--- src/rtl/io_handshake_port.sv ---
// io_handshake_port: buffered processor I/O port.
// The device side speaks a 4-phase request/acknowledge protocol in each direction.
// The processor side sees a first-word-fall-through RX FIFO, a TX FIFO, occupancy
// counts and sticky error flags. Loopback mode moves RX entries straight into TX.
module io_handshake_port #(
    parameter int WIDTH = 8,
    parameter int AW    = 2
) (
    input  logic             clk,
    input  logic             reset,
    // device -> port (inbound 4-phase)
    input  logic [WIDTH-1:0] in_data_i,
    input  logic             in_data_ready_i,
    output logic             in_ack_o,
    // port -> device (outbound 4-phase)
    output logic [WIDTH-1:0] out_data_o,
    output logic             out_data_ready_o,
    input  logic             out_ack_i,
    // processor RX side
    input  logic             rd_en_i,
    output logic [WIDTH-1:0] rd_data_o,
    output logic             rx_empty_o,
    output logic [AW:0]      rx_count_o,
    // processor TX side
    input  logic             wr_en_i,
    input  logic [WIDTH-1:0] wr_data_i,
    output logic             tx_full_o,
    output logic [AW:0]      tx_count_o,
    // mode and status
    input  logic             loopback_i,
    input  logic             clr_err_i,
    output logic             rx_underflow_o,
    output logic             tx_overflow_o
);

    localparam int          DEPTH   = 1 << AW;
    localparam logic [AW:0] DEPTH_C = (AW + 1)'(DEPTH);
    localparam logic [AW:0] ZERO_C  = {(AW + 1){1'b0}};
    localparam logic [AW:0] ONE_C   = (AW + 1)'(1);
    localparam logic [AW-1:0] PTR_ONE_C = AW'(1);

    typedef enum logic {
        R_IDLE = 1'b0,
        R_ACK  = 1'b1
    } rx_state_t;

    typedef enum logic [1:0] {
        T_IDLE = 2'd0,
        T_REQ  = 2'd1,
        T_WAIT = 2'd2
    } tx_state_t;

    // storage and state
    logic [WIDTH-1:0] rx_mem_q [DEPTH];
    logic [WIDTH-1:0] tx_mem_q [DEPTH];
    logic [AW-1:0]    rx_wptr_q, rx_rptr_q, tx_wptr_q, tx_rptr_q;
    logic [AW:0]      rx_count_q, rx_count_d;
    logic [AW:0]      tx_count_q, tx_count_d;
    rx_state_t        rx_state_q;
    tx_state_t        tx_state_q;
    logic             in_ack_q;
    logic             out_rdy_q;
    logic [WIDTH-1:0] out_data_q;
    logic             rx_uf_q, rx_uf_d;
    logic             tx_of_q, tx_of_d;

    // derived control
    logic             rx_empty_s, rx_full_s, tx_empty_s, tx_full_s;
    logic             rx_push_s, rx_pop_s, tx_push_s, tx_pop_s, move_s;
    logic             rx_uf_set_s, tx_of_set_s;
    logic [WIDTH-1:0] rx_head_s, tx_head_s, tx_push_data_s;

    // Status decode, push/pop arbitration and error detection.
    always_comb begin
        rx_empty_s = (rx_count_q == ZERO_C);
        rx_full_s  = (rx_count_q == DEPTH_C);
        tx_empty_s = (tx_count_q == ZERO_C);
        tx_full_s  = (tx_count_q == DEPTH_C);
        rx_head_s  = rx_mem_q[rx_rptr_q];
        tx_head_s  = tx_mem_q[tx_rptr_q];
        // Inbound push only from an idle handshake with room before this cycle.
        rx_push_s  = (rx_state_q == R_IDLE) && in_data_ready_i && !rx_full_s;
        tx_pop_s   = (tx_state_q == T_IDLE) && !tx_empty_s;
        move_s     = loopback_i && !rx_empty_s && !tx_full_s;
        if (loopback_i) begin
            // Processor strobes are ignored entirely in loopback.
            rx_pop_s       = move_s;
            tx_push_s      = move_s;
            tx_push_data_s = rx_head_s;
            rx_uf_set_s    = 1'b0;
            tx_of_set_s    = 1'b0;
        end else begin
            rx_pop_s       = rd_en_i && !rx_empty_s;
            // A write into a full TX is dropped even if the TX FSM pops this cycle.
            tx_push_s      = wr_en_i && !tx_full_s;
            tx_push_data_s = wr_data_i;
            rx_uf_set_s    = rd_en_i && rx_empty_s;
            tx_of_set_s    = wr_en_i && tx_full_s;
        end
    end

    // Next occupancy counts and sticky flags (a new error beats clr_err).
    always_comb begin
        case ({rx_push_s, rx_pop_s})
            2'b10:   rx_count_d = rx_count_q + ONE_C;
            2'b01:   rx_count_d = rx_count_q - ONE_C;
            default: rx_count_d = rx_count_q;
        endcase
        case ({tx_push_s, tx_pop_s})
            2'b10:   tx_count_d = tx_count_q + ONE_C;
            2'b01:   tx_count_d = tx_count_q - ONE_C;
            default: tx_count_d = tx_count_q;
        endcase
        if (rx_uf_set_s) begin
            rx_uf_d = 1'b1;
        end else if (clr_err_i) begin
            rx_uf_d = 1'b0;
        end else begin
            rx_uf_d = rx_uf_q;
        end
        if (tx_of_set_s) begin
            tx_of_d = 1'b1;
        end else if (clr_err_i) begin
            tx_of_d = 1'b0;
        end else begin
            tx_of_d = tx_of_q;
        end
    end

    // FIFO storage, pointers, counts and error flags.
    always_ff @(posedge clk) begin
        if (reset) begin
            for (int i = 0; i < DEPTH; i++) begin
                rx_mem_q[i] <= {WIDTH{1'b0}};
                tx_mem_q[i] <= {WIDTH{1'b0}};
            end
            rx_wptr_q  <= {AW{1'b0}};
            rx_rptr_q  <= {AW{1'b0}};
            tx_wptr_q  <= {AW{1'b0}};
            tx_rptr_q  <= {AW{1'b0}};
            rx_count_q <= ZERO_C;
            tx_count_q <= ZERO_C;
            rx_uf_q    <= 1'b0;
            tx_of_q    <= 1'b0;
        end else begin
            if (rx_push_s) begin
                rx_mem_q[rx_wptr_q] <= in_data_i;
                rx_wptr_q           <= rx_wptr_q + PTR_ONE_C;
            end
            if (rx_pop_s) begin
                rx_rptr_q <= rx_rptr_q + PTR_ONE_C;
            end
            if (tx_push_s) begin
                tx_mem_q[tx_wptr_q] <= tx_push_data_s;
                tx_wptr_q           <= tx_wptr_q + PTR_ONE_C;
            end
            if (tx_pop_s) begin
                tx_rptr_q <= tx_rptr_q + PTR_ONE_C;
            end
            rx_count_q <= rx_count_d;
            tx_count_q <= tx_count_d;
            rx_uf_q    <= rx_uf_d;
            tx_of_q    <= tx_of_d;
        end
    end

    // Inbound handshake FSM: acknowledge once per request, hold until request drops.
    always_ff @(posedge clk) begin
        if (reset) begin
            rx_state_q <= R_IDLE;
            in_ack_q   <= 1'b0;
        end else begin
            case (rx_state_q)
                R_IDLE: begin
                    if (rx_push_s) begin
                        in_ack_q   <= 1'b1;
                        rx_state_q <= R_ACK;
                    end
                end
                R_ACK: begin
                    if (!in_data_ready_i) begin
                        in_ack_q   <= 1'b0;
                        rx_state_q <= R_IDLE;
                    end
                end
                default: begin
                    in_ack_q   <= 1'b0;
                    rx_state_q <= R_IDLE;
                end
            endcase
        end
    end

    // Outbound handshake FSM: load head, request, wait for full ACK cycle.
    always_ff @(posedge clk) begin
        if (reset) begin
            tx_state_q <= T_IDLE;
            out_rdy_q  <= 1'b0;
            out_data_q <= {WIDTH{1'b0}};
        end else begin
            case (tx_state_q)
                T_IDLE: begin
                    if (tx_pop_s) begin
                        out_data_q <= tx_head_s;
                        out_rdy_q  <= 1'b1;
                        tx_state_q <= T_REQ;
                    end
                end
                T_REQ: begin
                    if (out_ack_i) begin
                        out_rdy_q  <= 1'b0;
                        tx_state_q <= T_WAIT;
                    end
                end
                T_WAIT: begin
                    if (!out_ack_i) begin
                        tx_state_q <= T_IDLE;
                    end
                end
                default: begin
                    out_rdy_q  <= 1'b0;
                    tx_state_q <= T_IDLE;
                end
            endcase
        end
    end

    assign in_ack_o         = in_ack_q;
    assign out_data_o       = out_data_q;
    assign out_data_ready_o = out_rdy_q;
    assign rd_data_o        = rx_head_s;
    assign rx_empty_o       = rx_empty_s;
    assign rx_count_o       = rx_count_q;
    assign tx_full_o        = tx_full_s;
    assign tx_count_o       = tx_count_q;
    assign rx_underflow_o   = rx_uf_q;
    assign tx_overflow_o    = tx_of_q;

endmodule
--- config.mk ---
export PLATFORM = sky130hd
export DESIGN_NAME = io_handshake_port
export DESIGN_NICKNAME = d
export VERILOG_FILES = /design/src/rtl/io_handshake_port.sv
export SDC_FILE = /design/constraint.sdc
export NUM_CORES = 1
export LEC_CHECK = 0
export ABC_AREA = 1
export ABC_CLOCK_PERIOD_IN_PS = 2200
export CAP_MARGIN = 20
export CORE_MARGIN = 3
export CORE_UTILIZATION = 30
export CTS_CLUSTER_SIZE = 16
export DETAILED_ROUTE_END_ITERATION = 8
export PLACE_DENSITY = 0.59
export RECOVER_POWER = 100
export SETUP_SLACK_MARGIN = 0.5
export SLEW_MARGIN = 30
export SYNTH_ARGS = -nofsm -noshare
export SYNTH_HDL_FRONTEND = slang
export SYNTH_SLANG_ARGS = --single-unit
export TNS_END_PERCENT = 1
--- constraint.sdc ---
create_clock -name clk -period 2.2 [get_ports clk]
set_clock_uncertainty 0.05 [all_clocks]
set_input_delay 0.33 -clock clk [delete_from_list [all_inputs] [get_ports clk]]
set_output_delay 0.33 -clock clk [all_outputs]
set_load 0.02 [all_outputs]
### Word-level counts from Yosys, hierarchy flattened

Memories as Yosys holds them, arrays and structs flattened. A register that Yosys moved wholly into a read port is not among the register bits.
Index checks and enable logic that the tools add are counted.

* add/sub/neg operators: 8
* multiply operators: 0
* divide/modulo/power cells: 0
* $lt $le $gt $ge: 0
* eq/ne operators: 13
* shift operators: 0
* muxes and demuxes: 38
* bitwise operators: 2
* reductions and logical operators: 26

Operator list (count)
* $mux 8: 3
* $mux 1: 22
* $reduce_or 8->1: 2
* $mux 2: 7
* $pmux 3 s2: 2
* $ne 2x2->1 const B: 5
* $logic_and 1x1->1: 9
* $add 2x1->2 const B: 4
* $reduce_bool 2->1: 4
* $add 3x1->3 const B: 2
* $eq 2x1->1 const B: 3
* $eq 2x2->1 const B: 3
* $eq 3x3->1 const B: 2
* $logic_not 3->1: 2
* $pmux 2 s3: 1
* $reduce_and 3->1: 2
* $sub 3x1->3 const B: 2
* $logic_not 1->1: 4
* $pmux 1 s2: 2
* $reduce_and 2->1: 2
* $pmux 1 s3: 1
* $logic_not 2->1: 1
* $not 1->1: 2

* register bits: 21
* latch bits: 0
* RAM bits: 64
* bits in read-only memories: 0
* input bits: 24
* output and inout port bits: 28
* logic and storage cells: 101
* memories kept: 2

Memories
* rx_mem_q: words 4, bits a word 8, rd ports 1, clocked after memory_dff 1, wr ports 4, line 54 `logic [WIDTH-1:0] rx_mem_q [DEPTH];`
* tx_mem_q: words 4, bits a word 8, rd ports 1, clocked after memory_dff 1, wr ports 4, line 55 `logic [WIDTH-1:0] tx_mem_q [DEPTH];`

### Longest topological paths before layout

Gate-level depths: netlist of the first run.

* word-level depth: 10
* gate-level depth with buffers: 12
* gate-level depth less buffers: 12

### Least setup slack after synthesis of the first run

No wires, ideal clock.

* path kind: register to register
* start: register tx_count_q[0] (netlist: tx_count_o[0])
* end: register rx_count_q[2] (netlist: rx_count_o[2])
* setup time: 122 ps
* arrival: 1892 ps
* required time: 2028 ps
* path slack: 136 ps
* cell stages (with the launch flop): 12
* buffers on the path: 0
* clock period less this slack: 2064 ps
* cell sequence: dfxtp_1 inv_1 nand3_2 nand3_2 nand2_1 ha_1 inv_1 fa_1 a21oi_1 o21ai_0 o21ai_0 a21oi_1

* word-level cells in the longest chain between the ends: 6
* elaborated cells on any way between the ends: 8
* classes of those cells: 3 x eq/ne; 2 x mux; 3 x reduce/logical

Ends and longest elaborated chain
* start, declared: line 58 `logic [AW:0] tx_count_q, tx_count_d;`
* start signal, assigned: line 161 `tx_count_q <= tx_count_d;`
* $eq 3x3->1 *: line 78 `tx_full_s = (tx_count_q == DEPTH_C);`
* $logic_not 1->1 *: line 84 `move_s = loopback_i && !rx_empty_s && !tx_full_s;`
* $logic_and 1x1->1 *: line 84
* $mux 1 *: line 85 `if (loopback_i) begin`
* $eq 2x1->1 / $eq 2x2->1 (equally long branches): line 104 `case ({rx_push_s, rx_pop_s})`
* $pmux 3 s2 / $reduce_bool 2->1 (equally long branches)
* end signal, assigned: line 160 `rx_count_q <= rx_count_d;`
* end, declared: line 57 `logic [AW:0] rx_count_q, rx_count_d;`

Mark *: on every way between the ends. The rest lies on a longest branch, timed or not.
A chain may end at the register's enable or synchronous reset.

==> metrics.yaml, run 1 <==
outcome: "finished clean"
vias_per_cell: 4.47
worstSetupStartpoint: "rx_count_o[0]"
place_area_mm2: 0.00521
crit_end: "rx_mem_q[3][1]"
r2r_slack_ns: 0.21
grt_overflow_total: 0
initial_core_util: 0.310
period_share: 0.902
die-width_um: 126
worst-path-buf-inv: 3
synthMuxAreaShare: 0
initialDrtViolationCount: 170
rsz0062_at_grt: "yes"
num_vias: 3185
endpoint_kind: "flop"
postSynthCellCount: 453
clock-sinks: 95
syn_area_mm2: 0.00435
slew_headroom: 0.559
grt_pass1_vias: 3179
setup-violations-final: 0
core_mm2: 0.0140
finalSetupTns_ns: 0
synth_top_family_by_area: "simple AND/OR/NAND/NOR gates"
synth_fp_nets: 481
cp_max_fo: 8
ys_types: 31
swShare: 0.382
die_area_mm2: 0.0160
cts_buffers: 9
nFillCells: 1395
rr_endpoint: "rx_mem_q[3][1]"
placed_cells: 692
place.gp.congestion: 0.743
grt_pass1_wl_um: 15300
synth-simple-area-share: 0.231
antenna_cells: 0
yosys.area_share.xor_xnor: 0.00402
synth_seq_cells: 95
slowest_stage: "clkbuf_1"
switchingPower_mw: 2.67
critical_path_class: "flop to flop"
die_height_um: 126
worst_slew_pin_slew_ns: 0.661
drc: 0
timing_hold_violations_final: 0
synth_compound_area_frac: 0.101
fin_crit_ns: 1.99
nNetsFinal: 555
stdcell_count: 712
rr_startpoint: "rx_count_o[0]"
crit_path_max_incr_delay_ns: 0.40
ir_drop_uv: 431
design_area_mm2: 0.00551
maxSlewViolCount: 0
hpwl_um: 6930
drive_gt1_frac: 0.148
crit_cells: 7
yosys_warnings: 0
clock-root-buffer: "clkbuf_16"
syn_avg_cell_area_um2: 9.61
multi_input_area_mm2: 0.00157
area_growth_pct: 26.6
place.port_buffers: 51
postCtsHoldBufs: 0
ys_seq_area_frac: 0.584
wl_um: 9110
clockPowerShare: 0.217
p_per_area_mw_per_mm2: 1270
firstDrtPassIters: 4
cts_tree: "done"
seq_area_mm2: 0.00256
drv_cap: 0
timing.fmax_mhz: 504
cts_max_level: 3
worstSetupStartpointType: "flop"
path_delay_family: "buffers and inverters"
cp_cell_sequence: "nor2_4, buf_4, nand2_2, nand3_4, clkbuf_1, o31ai_1, clkbuf_1"
rows: 43
track_usage: 0.117
path_clk_slew_ns: 0.07
grt_start_max_net_pins: 19
wl_per_cell_um: 12.8
layout_commonest_cell: "nor2_1"
pin_count: 52
holdCritPathClass: "flop to flop"
antenna_found_initial: 0
seqPwrFrac: 0.363
synth_fa_ha_area_frac: 0.0149
layout_common_cells: "98 x nor2_1, 68 x nand2_1, 64 x edfxtp_1, 39 x inv_1, 35 x o21ai_0"
p_leak_nw: 2.26
clkLatencyLatePin_ns: 0.33
cpMostUsedCell: "clkbuf_1"
clockBufferDepth: 2
intPower_mw: 4.32
crit_required_ns: 2.13
crit_arrival_ns: 1.92
ant_nets: 0
power_frac_comb: 0.419
r2r_cells: 7
-- cells in the mapped netlist --
library cell | number | area share
nor2_1 | 99 | 0.085
nand2_1 | 69 | 0.060
edfxtp_1 | 64 | 0.44
inv_1 | 40 | 0.034
o21ai_0 | 36 | 0.041
dfxtp_1 | 31 | 0.14
nand3_1 | 25 | 0.029
a21oi_1 | 17 | 0.020
nand2_4 | 9 | 0.023
o21ai_2 | 8 | 0.016
o22ai_1 | 8 | 0.011
buf_2 | 7 | 0.0080
buf_4 | 4 | 0.0069
inv_2 | 3 | 0.0026
nand2_2 | 3 | 0.0043
nand3_2 | 3 | 0.0069
nand4_4 | 3 | 0.015
o21ai_1 | 3 | 0.0034
buf_6 | 2 | 0.0052
clkbuf_1 | 2 | 0.0017
clkinv_1 | 2 | 0.0017
fa_1 | 2 | 0.0092
ha_1 | 2 | 0.0057
o211ai_1 | 2 | 0.0034
o31ai_1 | 2 | 0.0034
xor2_1 | 2 | 0.0040
a21boi_0 | 1 | 0.0017
buf_12 | 1 | 0.0046
nand3_4 | 1 | 0.0040
nand3b_1 | 1 | 0.0017
nor2_4 | 1 | 0.0026
-- power by group through the flow --
| stage | clock network [mW] | logic [mW] | registers [mW] |
|---|---|---|---|
| after CTS | 1.54 | 2.95 | 2.57 |
| after global placement | 0 | 2.85 | 2.58 |
| final | 1.52 | 2.93 | 2.54 |
| after floorplan | 0 | 1.74 | 2.69 |
| after global routing | 1.63 | 3.29 | 2.59 |
| after detailed placement | 0 | 2.93 | 2.59 |
-- layer usage --
metal,part of all wire,GRT usage
met1,0.43,0.144
met2,0.52,0.206
met3,0.036,0.0257
met4,0.0080,0.0341
met5,0,0
-- metrics by stage --
stage                      util  hold slack, ns  worst slack, ns  power, mW
after global placement    0.371           0.387         -0.00737       5.43
after global routing      0.392           0.452            0.101       7.51
after detailed placement  0.371           0.392          -0.0599       5.52
after floorplan               -           0.392            0.390       4.43
after CTS                 0.394           0.403            0.317       7.06
final                     0.392           0.410            0.215       6.99
-- flip-flops by register name, indices dropped and copies added (netlist names), named ones only --
register / flops
tx_mem_q: 32
rx_wptr_q: 2
out_data_ready_o: 1
in_ack_o: 1
tx_overflow_o: 1
out_data_o: 8
rx_rptr_q: 2
tx_state_q: 2
rx_underflow_o: 1
tx_rptr_q: 2
tx_wptr_q: 2
rx_state_q: 1
tx_count_o: 3
rx_count_o: 3
rx_mem_q: 32
-- cell families (layout without fill, tap and decap cells) --
logic type	count (synthesis)	in the layout
and+or+nand+nor	214	214
DFF	95	95
AOI/OAI and AO/OA	77	77
buffers and inverters	61	140
adders and majority gates	4	4
xor gates and xnor gates	2	2
-- worst min path at each step --
stage / startpoint / to / slack (ns) / cells after the start
after floorplan: tx_state_q[0] / tx_state_q[1] / 0.39 / 1
after global placement: tx_count_o[0] / tx_count_o[0] / 0.39 / 1
after detailed placement: tx_count_o[0] / tx_count_o[0] / 0.39 / 1
after CTS: tx_count_o[0] / tx_count_o[0] / 0.40 / 1
after global routing: rx_underflow_o / rx_underflow_o / 0.45 / 2
final: tx_overflow_o / tx_overflow_o / 0.41 / 2
-- cell type report --
type                    instances  area share
clock buffers                  12      0.0468
clock inverters                 4     0.00636
inverters                      45      0.0311
multi-input cells             297       0.285
flip-flops and latches         95       0.464
well taps                     180      0.0409
repair buffers                 79       0.125
-- worst register-to-register path, stage by stage (launching register included) --
cell	delay, ns
dfxtp_1	0.39
nor2_4	0.07
buf_4	0.13
nand2_2	0.08
nand3_4	0.08
clkbuf_1	0.20
o31ai_1	0.24
clkbuf_1	0.40
-- repair_timing --
| item | CTS | global route |
|---|---|---|
| gates resized for setup | 32 | 7 |
| pin swaps | 3 | 5 |
| endpoints found under the setup margin | 48 | 71 |
| buffers inserted | 1 | 3 |
(Power assumes the default switching activity.)
==> run 2: changes to the inputs <==
--- a/config.mk
+++ b/config.mk
@@ -8,7 +8,6 @@
 export ABC_AREA = 1
 export ABC_CLOCK_PERIOD_IN_PS = 2200
 export CAP_MARGIN = 20
-export CORE_MARGIN = 3
 export CORE_UTILIZATION = 30
 export CTS_CLUSTER_SIZE = 16
 export DETAILED_ROUTE_END_ITERATION = 8
==> run 2 against run 1 <==
  * Global-route usage increased by 0.89 points
  * Worst setup slack improved by 0.055 ns
  * Critical path depth down 1
  * Largest cell class unchanged
==> metrics.yaml, run 2 (synthesis gave the netlist of run 1 again) <==
critical_path_class: "flop to output port"
clkLatencyLatePin_ns: 0.33
cts_buffers: 9
worstSetupStartpointType: "flop"
crit_required_ns: 1.82
track_usage: 0.126
drc: 0
fin_ws_ns: 0.269
fin_crit_ns: 1.93
cts_tree: "done"
clockBufferDepth: 2
die_height_um: 122
cts_max_level: 3
path_clk_slew_ns: 0.07
r2r_cells: 12
top_layer: "met4"
timing.fmax_mhz: 518
pin_count: 52
num_vias: 3155
rows: 43
worst_slew_pin_slew_ns: 0.690
wl_met1_um: 3900
wl_um: 8730
ant_nets: 0
period_share: 0.878
die-width_um: 122
nNetsFinal: 556
timing_hold_violations_final: 0
firstDrtPassIters: 4
wl_met3_um: 261
r2r_slack_ns: 0.28
antenna_cells: 0
layout_common_cells: "97 x nor2_1, 77 x nand2_1, 64 x edfxtp_1, 37 x inv_1, 34 x o21ai_0"
stdcell_count: 713
hpwl_um: 6600
grt_pass1_wl_um: 14800
drv_cap: 0
maxSlewViolCount: 0
grt_overflow_total: 0
clock-root-buffer: "clkbuf_16"
min_from: "rx_underflow_o"
p_per_area_mw_per_mm2: 1260
ir_drop_uv: 400
wl_per_cell_um: 12.2
die_area_mm2: 0.0150
holdCritPathClass: "flop to flop"
wl_met2_um: 4520
total_power_mw: 6.85
initialDrtViolationCount: 179
drive_gt1_frac: 0.144
layout_commonest_cell: "nor2_1"
p_leak_nw: 2.22
slew_headroom: 0.537
rr_endpoint: "rx_count_o[2]"
placed_cells: 693
dp_worst_setup_slack_ns: -0.0313
antenna_found_initial: 0
multi_input_area_mm2: 0.00149
rsz0062_at_grt: "yes"
grt_pass1_vias: 3123
hold_end: "rx_underflow_o"
nFillCells: 1396
grt_start_max_net_pins: 19
initial_core_util: 0.310
cp_max_fo: 16
outcome: "finished clean"
vias_per_cell: 4.42
place.gp.congestion: 0.752
place.port_buffers: 51
rr_startpoint: "rx_count_o[0]"
endpoint_kind: "output port"
area_growth_pct: 25.0
setup-violations-final: 0
whs_path_depth: 2
clock-sinks: 95
crit_arrival_ns: 1.55
core_mm2: 0.0140
seq_area_mm2: 0.00256
==> run 2: cell count changes in the layout (fill, tap and decap cells not counted), moves of 2 or more <==
cell      delta
buf_4        +3
clkbuf_1     -4
clkinv_2     +3
inv_1        -2
nand2_1      +9
nand2_2      -2
nand2_4      -7
nand4_1      +2
nand4_4      -2
==> run 2: worst max-delay path, stage by stage (launching register included) <==
cell,delay (ns)
dfxtp_4,0.38
inv_4,0.15
nand2_1,0.08
nand3_1,0.08
nand2_1,0.11
inv_1,0.07
clkdlybuf4s25_1,0.37
==> run 2: power by group <==
group / switching (mW) / total [mW] / internal (mW) / leakage, nW
logic: 1.73 / 2.89 / 1.15 / 1.16
registers: 0.210 / 2.53 / 2.32 / 0.923
clock network: 0.634 / 1.43 / 0.798 / 0.140
total: 2.58 / 6.85 / 4.27 / 2.22
==> run 2: layout make-up <==
| type | instances | area share |
|---|---|---|
| Timing Repair Buffer | 80 | 0.132 |
| Multi-Input combinational cell | 297 | 0.274 |
| Tap cell | 180 | 0.0414 |
| Clock buffer | 11 | 0.0446 |
| Clock inverter | 5 | 0.00598 |
| Inverter | 45 | 0.0320 |
| Sequential cell | 95 | 0.470 |
==> run 2: what timing repair did <==
item / CTS / global route
setup endpoints to repair: 46 / 83
pin swaps: 9 / 10
hold buffers: 0 / 0
gates resized for setup: 39 / 9
setup buffers: 3 / 1
==> run 2: worst max-delay path by stage <==
stage,start,end,slack (ns),cells after the start
3_3_place_gp,in_data_ready_i,rx_mem_q[1][5],-0.06,3
3_5_place_dp,loopback_i,tx_count_o[2],-0.03,12
6_report,flop,rd_data_o[1],0.27,6
5_1_grt,tx_count_o[0],rx_count_o[2],0.12,11
4_1_cts,rx_count_o[1],tx_count_o[2],0.35,12
2_1_floorplan,tx_count_o[2],tx_count_o[2],0.39,11
==> run 2: layer usage <==
layer  track usage  vias to the layer above
li1              -                     1660
met1         0.156                     1449
met2         0.223                       44
met3        0.0251                        2
met4        0.0343                        0
met5             0                        -
==> run 2: per-stage QoR <==
step | utilization | hold slack, ns | setup TNS [ns] | area (um2)
floorplan | - | 0.392 | 0 | 4410
global placement | 0.371 | 0.386 | -0.558 | 5220
detailed placement | 0.372 | 0.388 | -0.0429 | 5220
CTS | 0.396 | 0.399 | 0 | 5560
global route | 0.388 | 0.445 | 0 | 5440
finish | 0.388 | 0.413 | 0 | 5440
